**config.mk**
```make
export PLATFORM = sky130hd
export DESIGN_NAME = life_cell_gen
export DESIGN_NICKNAME = d
export VERILOG_FILES = /design/src/rtl/life_cell_gen.sv
export SDC_FILE = /design/constraint.sdc
export NUM_CORES = 1
export LEC_CHECK = 0
export CORE_UTILIZATION = 40
export CTS_BUF_LIST = sky130_fd_sc_hd__clkbuf_4 sky130_fd_sc_hd__clkbuf_8 sky130_fd_sc_hd__clkbuf_16
export DETAILED_ROUTE_END_ITERATION = 6
export PLACE_DENSITY = 0.84
export SYNTH_ARGS = -nofsm -noshare
export SYNTH_HDL_FRONTEND = slang
export SYNTH_SLANG_ARGS = --single-unit
```
**constraint.sdc**
```tcl
create_clock -name clk -period 3.7 [get_ports clk]
set_input_delay 0.74 -clock clk [delete_from_list [all_inputs] [get_ports clk]]
set_output_delay 0.74 -clock clk [all_outputs]
set_load 0.01 [all_outputs]
```
**src/rtl/life_cell_gen.sv**
```systemverilog
// life_cell_gen: parametrised Game-of-Life cell with programmable rule, Generations decay, age and change flag
// Optional feature macro: LIFE_CELL_RULE_REG_EN (rule registers loadable via rule_we; otherwise rules are constants)
// Ports:
//   clk, reset            clock, asynchronous active-high reset
//   step, set, clear      advance one generation / force alive / force dead (clear > set > step)
//   neighbors             live flags of neighbour cells
//   rule_we, rule_birth, rule_survive   rule register load
//   alive, notalive       registered state==1 and its complement
//   state                 current cell state
//   age                   saturating count of consecutive generations survived
//   changed               state changed on the previous edge
module life_cell_gen #(
   parameter int NEIGHBORS = 8,
   parameter int NUM_STATES = 2,
   parameter int AGE_W = 8,
   parameter logic [NEIGHBORS:0] RESET_BIRTH = 9'b000001000,
   parameter logic [NEIGHBORS:0] RESET_SURVIVE = 9'b000001100,
   localparam int SW = NUM_STATES > 2 ? $clog2(NUM_STATES) : 1,
   localparam int CW = $clog2(NEIGHBORS + 1)
) (
   input  logic                 clk,
   input  logic                 reset,
   input  logic                 step,
   input  logic                 set,
   input  logic                 clear,
   input  logic [NEIGHBORS-1:0] neighbors,
   input  logic                 rule_we,
   input  logic [NEIGHBORS:0]   rule_birth,
   input  logic [NEIGHBORS:0]   rule_survive,
   output logic                 alive,
   output logic                 notalive,
   output logic [SW-1:0]        state,
   output logic [AGE_W-1:0]     age,
   output logic                 changed
);
   logic [NEIGHBORS:0] birth, survive;
   logic [CW-1:0]      count;
   logic [SW-1:0]      step_state, nxt_state;
   logic [AGE_W-1:0]   nxt_age;
   logic               survived;
`ifdef LIFE_CELL_RULE_REG_EN
   always_ff @(posedge clk or posedge reset)
      if (reset) begin
         birth <= RESET_BIRTH;
         survive <= RESET_SURVIVE;
      end else if (rule_we) begin
         birth <= rule_birth;
         survive <= rule_survive;
      end
`else
   logic unused_rule;
   assign unused_rule = ^{rule_we, rule_birth, rule_survive};
   assign birth = RESET_BIRTH;
   assign survive = RESET_SURVIVE;
`endif
   always_comb begin
      count = '0;
      for (int i = 0; i < NEIGHBORS; i++) count = count + CW'(neighbors[i]);
   end
   // States >= 2 are decay states: they ignore neighbours and walk towards 0.
   always_comb begin
      step_state = state == '0 ? (birth[count] ? SW'(1) : '0) :
                   state == SW'(1) ? (survive[count] ? SW'(1) : (NUM_STATES == 2 ? '0 : SW'(2))) :
                   state == SW'(NUM_STATES - 1) ? '0 : state + SW'(1);
      nxt_state = clear ? '0 : set ? SW'(1) : step ? step_state : state;
      survived = !clear && !set && step && state == SW'(1) && step_state == SW'(1);
      nxt_age = !(clear || set || step) ? age :
                survived ? (&age ? age : age + AGE_W'(1)) : '0;
   end
   always_ff @(posedge clk or posedge reset)
      if (reset) begin
         state <= '0;
         alive <= 1'b0;
         notalive <= 1'b1;
         age <= '0;
         changed <= 1'b0;
      end else begin
         state <= nxt_state;
         alive <= nxt_state == SW'(1);
         notalive <= nxt_state != SW'(1);
         age <= nxt_age;
         changed <= nxt_state != state;
      end
endmodule

```
==> Word-level counts from Yosys, hierarchy flattened <==
Memory sizes are Yosys's and may differ from the RTL's.
Cells that the tools add are included.
{ "op_classes": {"addsub": 8, "magnitude_cmp": 1, "n_eq_ne": 2, "n_mux": 10, "bitwise": 1, "n_reduce_logical": 10} }
{ "ops": {"columns": ["cell", "n"], "rows": [
  ["$add A4 B1 Y4", 4],
  ["$mux W8", 2],
  ["$add A8 B1 Y8 const B", 1],
  ["$mux W1", 8],
  ["$reduce_and A8 Y1", 1],
  ["$lt A4 B5 Y1 const B", 1],
  ["$add A3 B1 Y4", 1],
  ["$logic_and A1 B1 Y1", 4],
  ["$add A2 B1 Y3", 1],
  ["$add A1 B1 Y2", 1],
  ["$logic_not A1 Y1", 2],
  ["$logic_or A1 B1 Y1", 2],
  ["$ne A2 B2 Y1 const B", 1],
  ["$reduce_and A2 Y1", 1],
  ["$ne A1 B1 Y1", 1],
  ["$not A1 Y1", 1]
]} }
{ "totals": {"reg_bits": 11, "mem_bits_ro": 32, "in_bits": 32, "out_inout_bits": 12, "elab_cells": 38, "n_memories": 2} }
{ "mem_list": {"columns": ["name", "words", "word_bits", "read_ports", "rd_clocked_by_memory_dff", "wr", "line", "source"], "rows": [
  ["(no name shown)", 16, 1, 1, 0, 0, "63", "state == SW'(1) ? (survive[count] ? SW'(1) : (NUM_STATES == 2 ? '0 : SW'(2))) :"],
  ["(no name shown)", 16, 1, 1, 0, 0, "62", "step_state = state == '0 ? (birth[count] ? SW'(1) : '0) :"]
]} }

==> Longest topological paths before layout <==
Gate-level depths: netlist of the first run.
{ "logic_depth": {"word_depth": 15, "depth_mapped": 12, "depth_no_buf": 12} }

==> Least setup slack after synthesis of the first run <==
Ideal clock, no wire load.
{ "synth_path": {"kind": "in2reg", "startpoint": "in neighbors[0]", "endpoint": "reg age[7]", "setup_time_ps": 65, "t_arrival_ps": 3731, "t_required_ps": 3635, "setup_slack_ps": -96, "stages": 12, "path_buffers": 0, "path_cell_list": "fa_1 inv_1 fa_1 fa_1 inv_1 ha_1 fa_1 nand2_1 a21oi_1 o2111ai_2 nor3b_1 o22a_1"} }
{ "synth_between": {"elab_chain_len": 14, "elab_cells_between_ends": 18, "classes_between": "add/sub (7); eq/ne (1); mux (6); reduce/logical (2); memory (2)"} }
{ "synth_lines": {"columns": ["item", "line", "source"], "rows": [
  ["start: declaration", "26", "input logic [NEIGHBORS-1:0] neighbors,"],
  ["$add A1 B1 Y2 *", "58", "for (int i = 0; i < NEIGHBORS; i++) count = count + CW'(neighbors[i]);"],
  ["$add A2 B1 Y3 *", "58", null],
  ["$add A3 B1 Y4 *", "58", null],
  ["$add A4 B1 Y4 * (4 in series)", "58", null],
  ["$mem_v2 Z16 W1, on equally long branches", null, null],
  ["$mux W1, on equally long branches (2 in series)", "62, 63", null],
  ["$mux W1 *", "62", null],
  ["$logic_and A1 B1 Y1 *", "66", "survived = !clear && !set && step && state == SW'(1) && step_state == SW'(1);"],
  ["$ne A2 B2 Y1 (no source line)", null, null],
  ["$reduce_and A2 Y1 (no source line)", null, null],
  ["end signal: assignment", "81", "age <= nxt_age;"],
  ["end: declaration", "33", "output logic [AGE_W-1:0] age,"]
]} }
Mark *: on every way between the ends. The rest lies on a longest branch, timed or not. The select of a mux whose other input is x is not followed.
A chain may end at the register's enable or synchronous reset.

==> Worst setup path after layout of the first run <==
{ "layout_path": {"startpoint": "in neighbors[1]", "endpoint": "reg age[1]"} }
Same word-level chain as after synthesis.

==> qor.csv, run 1 <==
metric,value,unit
grtUsageMet1,0.188,
use_met3,0.0480,
hpwl,1270,um
tns,-0.105,ns
grt_pass1_wl,2820,um
endpoint_kind,flop,
synth_area,752,sq um
grt_busiest_layer,met2,
crit_family,adder cells,
grt_max_degree,12,
path_buf_inv,4,
cp-start-kind,primary input,
fp.dieArea,2060,sq um
drtAntennaViolNets,0,
total_power,0.000369,W
grt_pass1_vias,740,
cts_sinks,11,
finalCriticalPeriod,3.73,ns
fin_util,0.676,
power_density,313,nW/um^2
n_antenna_cell,0,
p_int,0.000251,W
fin_crit_sh,1.01,
ys.flop_type,dfrtp_1,
regArea,277,sq um
grtUsageMet2,0.374,
relSlewSlack,0.717,
drc,0,
drv_slew,0,
core,1750,sq um
maxCapViolations,0,
seqPwrFrac,0.355,
path_clk_slew,0.07,ns
hp-class,flop to flop,
drt_iter0_drc,7,
synth_edf_count,0,
ys_seq_elements,11,
path_class,primary input to flop,
dp_cells,125,
totalWireLength,1870,um
nNetsFinal,151,
htree_levels,1,
antenna_found_initial,0,
clockBufferDepth,2,
yosysUniqueCellTypes,31,
cts_root_buffer,clkbuf_4,
routabilityCongestion,0.817,
grt_usage,0.193,
synth_fp_nets,117,
worst_ep_required_time,3.91,ns
cp.arrival,3.94,ns
finalClockSkew,0.00453,ns
wl_per_cell,13.9,um
syn_to_final_growth,56.9,%
status,"complete, but fails checks",
final_common_cell,clkdlybuf4s50_1,
swShare,0.319,
ys_seq_area_frac,0.368,
drt-pass1-iter-count,4,
rsz0062_at_grt,true,
die_x,45.4,um
final_cell_mix,"clkdlybuf4s50_1 (21), inv_1 (12), dfrtp_1 (10)",
ys_async_sr_fraction,1.00,
cts_tree,done,
n_fill_cell,146,
numCtsBuffers,3,
grt_overflow,0,
syn-instance-count,77,
syn-mean-instance-area,9.77,sq um
p_sw,0.000118,W
initial_utilization,0.431,
num_rows,15,
stdcell_count,135,
setup_slack,-0.0348,ns
ios,44,
cp_common_cell,fa_1,
die_y,45.4,um
combPwrFrac,0.398,
multi_input_area,503,sq um
leakagePower,0.512,nW
violations,negative setup slack,
yosysWarnings,0,
drive_gt1_frac,0.300,
ir_worst_vdd,0.205,mV
path_cells,buf_6 -> fa_1 -> inv_1 -> fa_1 -> fa_1 -> inv_2 -> ha_4 -> fa_2 -> nand2_2 -> a21oi_4 -> buf_6 -> o2111ai_4 -> a21oi_2 -> a32o_1,
critPathMaxFanout,6,
cp_slowest_stage_delay,0.52,ns
vias_per_cell,5.44,
p_clk_frac,0.247,
critPathSlowestCell,fa_1,
numPortBuffers,24,
setup_violations,5,
clock.fmax,0.268,GHz
clock_latency,0.27,ns
pre_cts_slack,-0.706,ns
max_slew.worst_pin.slew,0.423,ns
hold_viol,0,
vias,734,
worst reg2reg max path: stages (launching register included):
cell	delay, ns
dfrtp_1	0.42
ha_1	0.28
and4_1	0.26
nand2_1	0.15
and3_1	0.20
o21ai_1	0.06
a22o_1	0.19
Yosys cell counts (2+ instances only):
cell type / number / area (sq um)
a21oi_1: 9 / 45.0
a31oi_1: 2 / 12.5
and3_1: 2 / 12.5
and4_1: 2 / 17.5
dfrtp_1: 10 / 250
fa_1: 4 / 80.1
ha_1: 4 / 50.1
inv_1: 13 / 48.8
nand2_1: 5 / 18.8
nand3_1: 2 / 10.0
nor2_1: 3 / 11.3
o21ai_0: 2 / 10.0
stage by stage:
step / instance area [sq um] / hold WS (ns)
after floorplan: 761 / 0.566
after global placement: 1020 / 0.523
after detailed placement: 1020 / 0.541
after CTS: 1130 / 0.562
after global routing: 1180 / 0.573
final: 1180 / 0.558
logic make-up after synthesis:
kind of cell,Yosys count,share of synthesized area
adders and majority gates,8,0.173
muxes,1,0.0150
and+or+nand+nor,18,0.126
buffers and inverters,14,0.0749
AOI/OAI and AO/OA,24,0.231
DFF,11,0.368
xor gates and xnor gates,1,0.0116
worst paths after layout:
check / slack [ns] / end / from / cells past startpoint
worst max-delay path: -0.03 / age[1] / neighbors[1] / 14
worst min-delay path: 0.56 / age[1] / age[1] / 1
worst max register to register: 2.04 / age[3] / age[0] / 6
worst min register to register: 0.56 / age[1] / age[1] / 1
max in group asynchronous: 2.62 / notalive / reset / 2
min in group asynchronous: 0.75 / age[4] / reset / 2
state kept, by name, summed over array words and instances (netlist names):
register	flops
age	8
alive	1
notalive	1
changed	1
routing by layer:
metal  part of all wire  up-vias  routed length, um
met5                  0        -                  0
met3              0.064        6                120
li1                   -      343                  -
met2               0.52       35                974
met1               0.39      350                731
met4              0.022        0                 42
power groups by stage:
stage / clock, W / sequential [W] / combinational (W)
after CTS: 0.0000926 / 0.000131 / 0.000131
final: 0.0000913 / 0.000131 / 0.000147
after global routing: 0.0000986 / 0.000132 / 0.000161
after global placement: 0 / 0.000132 / 0.000100
after detailed placement: 0 / 0.000133 / 0.000105
after floorplan: 0 / 0.000135 / 0.0000628
layout make-up:
cell class              instances  area share
clock buffers                   4      0.0255
multi-input cells              52       0.426
inverters                      13      0.0414
repair buffers                 30       0.246
well taps                      25      0.0265
flip-flops and latches         11       0.234
what timing repair did:
action                                  in CTS  in global routing
hold buffers                                 0                  0
endpoints found under the hold margin        0                  0
endpoints found under the setup margin      11                 11
pin swaps                                   10                  8
setup buffers                                3                  3
gates cloned                                 0                  0
resized for setup                           27                  6
No activity file was read; power rests on OpenSTA's default activity.
==> run 2: changes to the inputs <==
==> constraint.sdc (replaced) <==
create_clock -name clk -period 3.7 [get_ports clk]
set_input_delay 0.74 -clock clk [delete_from_list [all_inputs] [get_ports clk]]
set_output_delay 0.74 -clock clk [all_outputs]
set_load 0.05 [all_outputs]
==> run 2 against run 1 <==
The flow still finishes with violations (negative setup slack). Sequential share of layout area up 0.20 points. Via count down 2.9%. Combinational power up 7%. Cell area down 0.85%. Flip-flop and latch count unchanged. Routed wire length down 1.0%. Final cell count down 0.74%. Critical endpoint is now age[4].
==> qor.csv, run 2 (synthesized netlist as in run 1, its figures left out) <==
metric,value,unit,change
status,"complete, but fails checks",,
violations,negative setup slack,,
place_area,1020,sq um,-0.24%
cp.arrival,3.93,ns,about the same
drv_slew,0,,unchanged
fin_crit_sh,1.01,,about the same
hp-class,flop to flop,,
fin_area,1170,sq um,-0.85%
num_rows,15,,unchanged
rsz0062_at_grt,true,,
max_slew.worst_pin.slew,0.504,ns,+0.0805 ns
syn_to_final_growth,55.6,%,
drt-pass1-iter-count,4,,unchanged
p_int,0.000242,W,-3.7%
holdWs,0.554,ns,-0.00360 ns
routabilityCongestion,0.788,,-3.6%
n_antenna_cell,0,,unchanged
grt_pass1_vias,687,,-7.2%
path_clk_slew,0.08,ns,about the same
grt_overflow,0,,unchanged
use_met3,0.0360,,-0.0120
endpoint_kind,flop,,
clock_latency,0.27,ns,about the same
p_sw,0.000137,W,+16%
die_y,45.4,um,unchanged
vias,713,,-2.9%
p_clk_frac,0.239,,-0.008
htree_levels,1,,unchanged
grtUsageMet2,0.357,,-0.0174
stdcell_count,134,,-0.74%
n_fill_cell,158,,+8.2%
grt_usage,0.194,,+0.00116
hold_viol,0,,unchanged
ir_worst_vdd,0.233,mV,+14%
initial_utilization,0.431,,unchanged
setup_violations,2,,-3
wl_per_cell,13.8,um,-0.28%
drt_iter0_drc,6,,-1
timing.rr.start,age[0],,
final_cell_mix,"clkdlybuf4s50_1 (21), inv_1 (11), dfrtp_1 (10)",,
dp_cells,125,,unchanged
regMostFlops,age,,
numPortBuffers,24,,unchanged
clock.fmax,0.268,GHz,about the same
power_density,324,nW/um^2,+3.5%
totalWireLength,1850,um,-1.0%
drc,0,,unchanged
grtUsageMet1,0.220,,+0.0313
relSlewSlack,0.663,,-0.0544
maxCapViolations,0,,unchanged
die_x,45.4,um,unchanged
core,1750,sq um,unchanged
drtAntennaViolNets,0,,unchanged
numCtsBuffers,3,,unchanged
finalCriticalPeriod,3.73,ns,-0.00241 ns
path_class,primary input to flop,,
clockBufferDepth,2,,unchanged
min_from,age[1],,
min_delay_path_depth,1,,unchanged
ff2ff_setup_slack,2.02,ns,-0.02 ns
pre_cts_slack,-0.687,ns,+0.0186 ns
combPwrFrac,0.415,,+0.017
cp-start-kind,primary input,,
largest_reg_flops,8,,unchanged
hpwl,1320,um,+4.0%
setup_slack,-0.0324,ns,+0.00241 ns
fp.dieArea,2060,sq um,unchanged
cts_root_buffer,clkbuf_4,,
swShare,0.361,,+0.0415
fin_util,0.670,,-0.00573
leakagePower,0.505,nW,-1.4%
final_common_cell,clkdlybuf4s50_1,,
worst_ep_required_time,3.90,ns,about the same
grt_busiest_layer,met2,,
cts_tree,done,,
antenna_found_initial,0,,unchanged
cts_sinks,11,,unchanged
seqPwrFrac,0.346,,-0.009
ios,44,,unchanged
reg2reg_depth,6,,unchanged
drive_gt1_frac,0.321,,+0.0211
grt_max_degree,12,,unchanged
reg2reg_to,age[3],,
nNetsFinal,150,,-0.66%
finalClockSkew,0.0101,ns,+0.00561 ns
vias_per_cell,5.32,,-2.1%
critPathMaxFanout,6,,unchanged
cp-startpoint,neighbors[0],,
grt_pass1_wl,2880,um,+2.2%
whs_endpoint,age[1],,
postCtsHoldBufs,0,,unchanged
## run 2: how the worst max path moves through the flow
stage	end	slack, ns	cells after the start
after floorplan	age[4]	-0.003	12
after global placement	age[1]	-0.59	13
after detailed placement	age[4]	-0.69	13
after CTS	age[4]	-0.08	13
after global routing	age[2]	-0.11	14
final	age[4]	-0.03	13
## run 2: repair_timing
action | in CTS | in global routing
endpoints found under the setup margin | 11 | 11
pin swaps | 10 | 9
gates resized for setup | 27 | 6
buffers inserted | 3 | 2
## run 2: critical path, cell delays in order
cell and delay, ns:
buf_6 0.09, fa_1 0.52, inv_1 0.05, fa_1 0.45, fa_1 0.51, inv_2 0.05
ha_4 0.15, fa_1 0.49, nand2_2 0.07, a21oi_4 0.19, o2111a_2 0.31, a41oi_2 0.16
a21oi_2 0.15
## run 2: cell type report
type	count	area (sq um)	share of cell area
flip-flops and latches	11	277	0.236
clock buffers	4	30.0	0.0257
well taps	25	31.3	0.0267
inverters	13	48.8	0.0417
multi-input cells	52	510	0.436
repair buffers	29	273	0.233
## run 2: stage by stage
step           total power, W  TNS [ns]
3_3_place_gp         0.000252     -5.58
6_report             0.000379   -0.0518
2_1_floorplan        0.000218  -0.00609
3_5_place_dp         0.000257     -6.48
5_1_grt              0.000401    -0.598
4_1_cts              0.000372    -0.333
## run 2: power by group through the flow
stage / Clock [W] / Sequential, W / Combinational [W]
floorplan: 0 / 0.000152 / 0.0000658
global placement: 0 / 0.000133 / 0.000119
detailed placement: 0 / 0.000133 / 0.000124
CTS: 0.0000900 / 0.000131 / 0.000151
global route: 0.0000997 / 0.000132 / 0.000169
finish: 0.0000904 / 0.000131 / 0.000157
## run 2: layer usage
layer / up-vias / wire [um]
li1: 341 / -
met4: 0 / 43
met3: 6 / 128
met2: 31 / 948
met5: - / 0
met1: 335 / 731
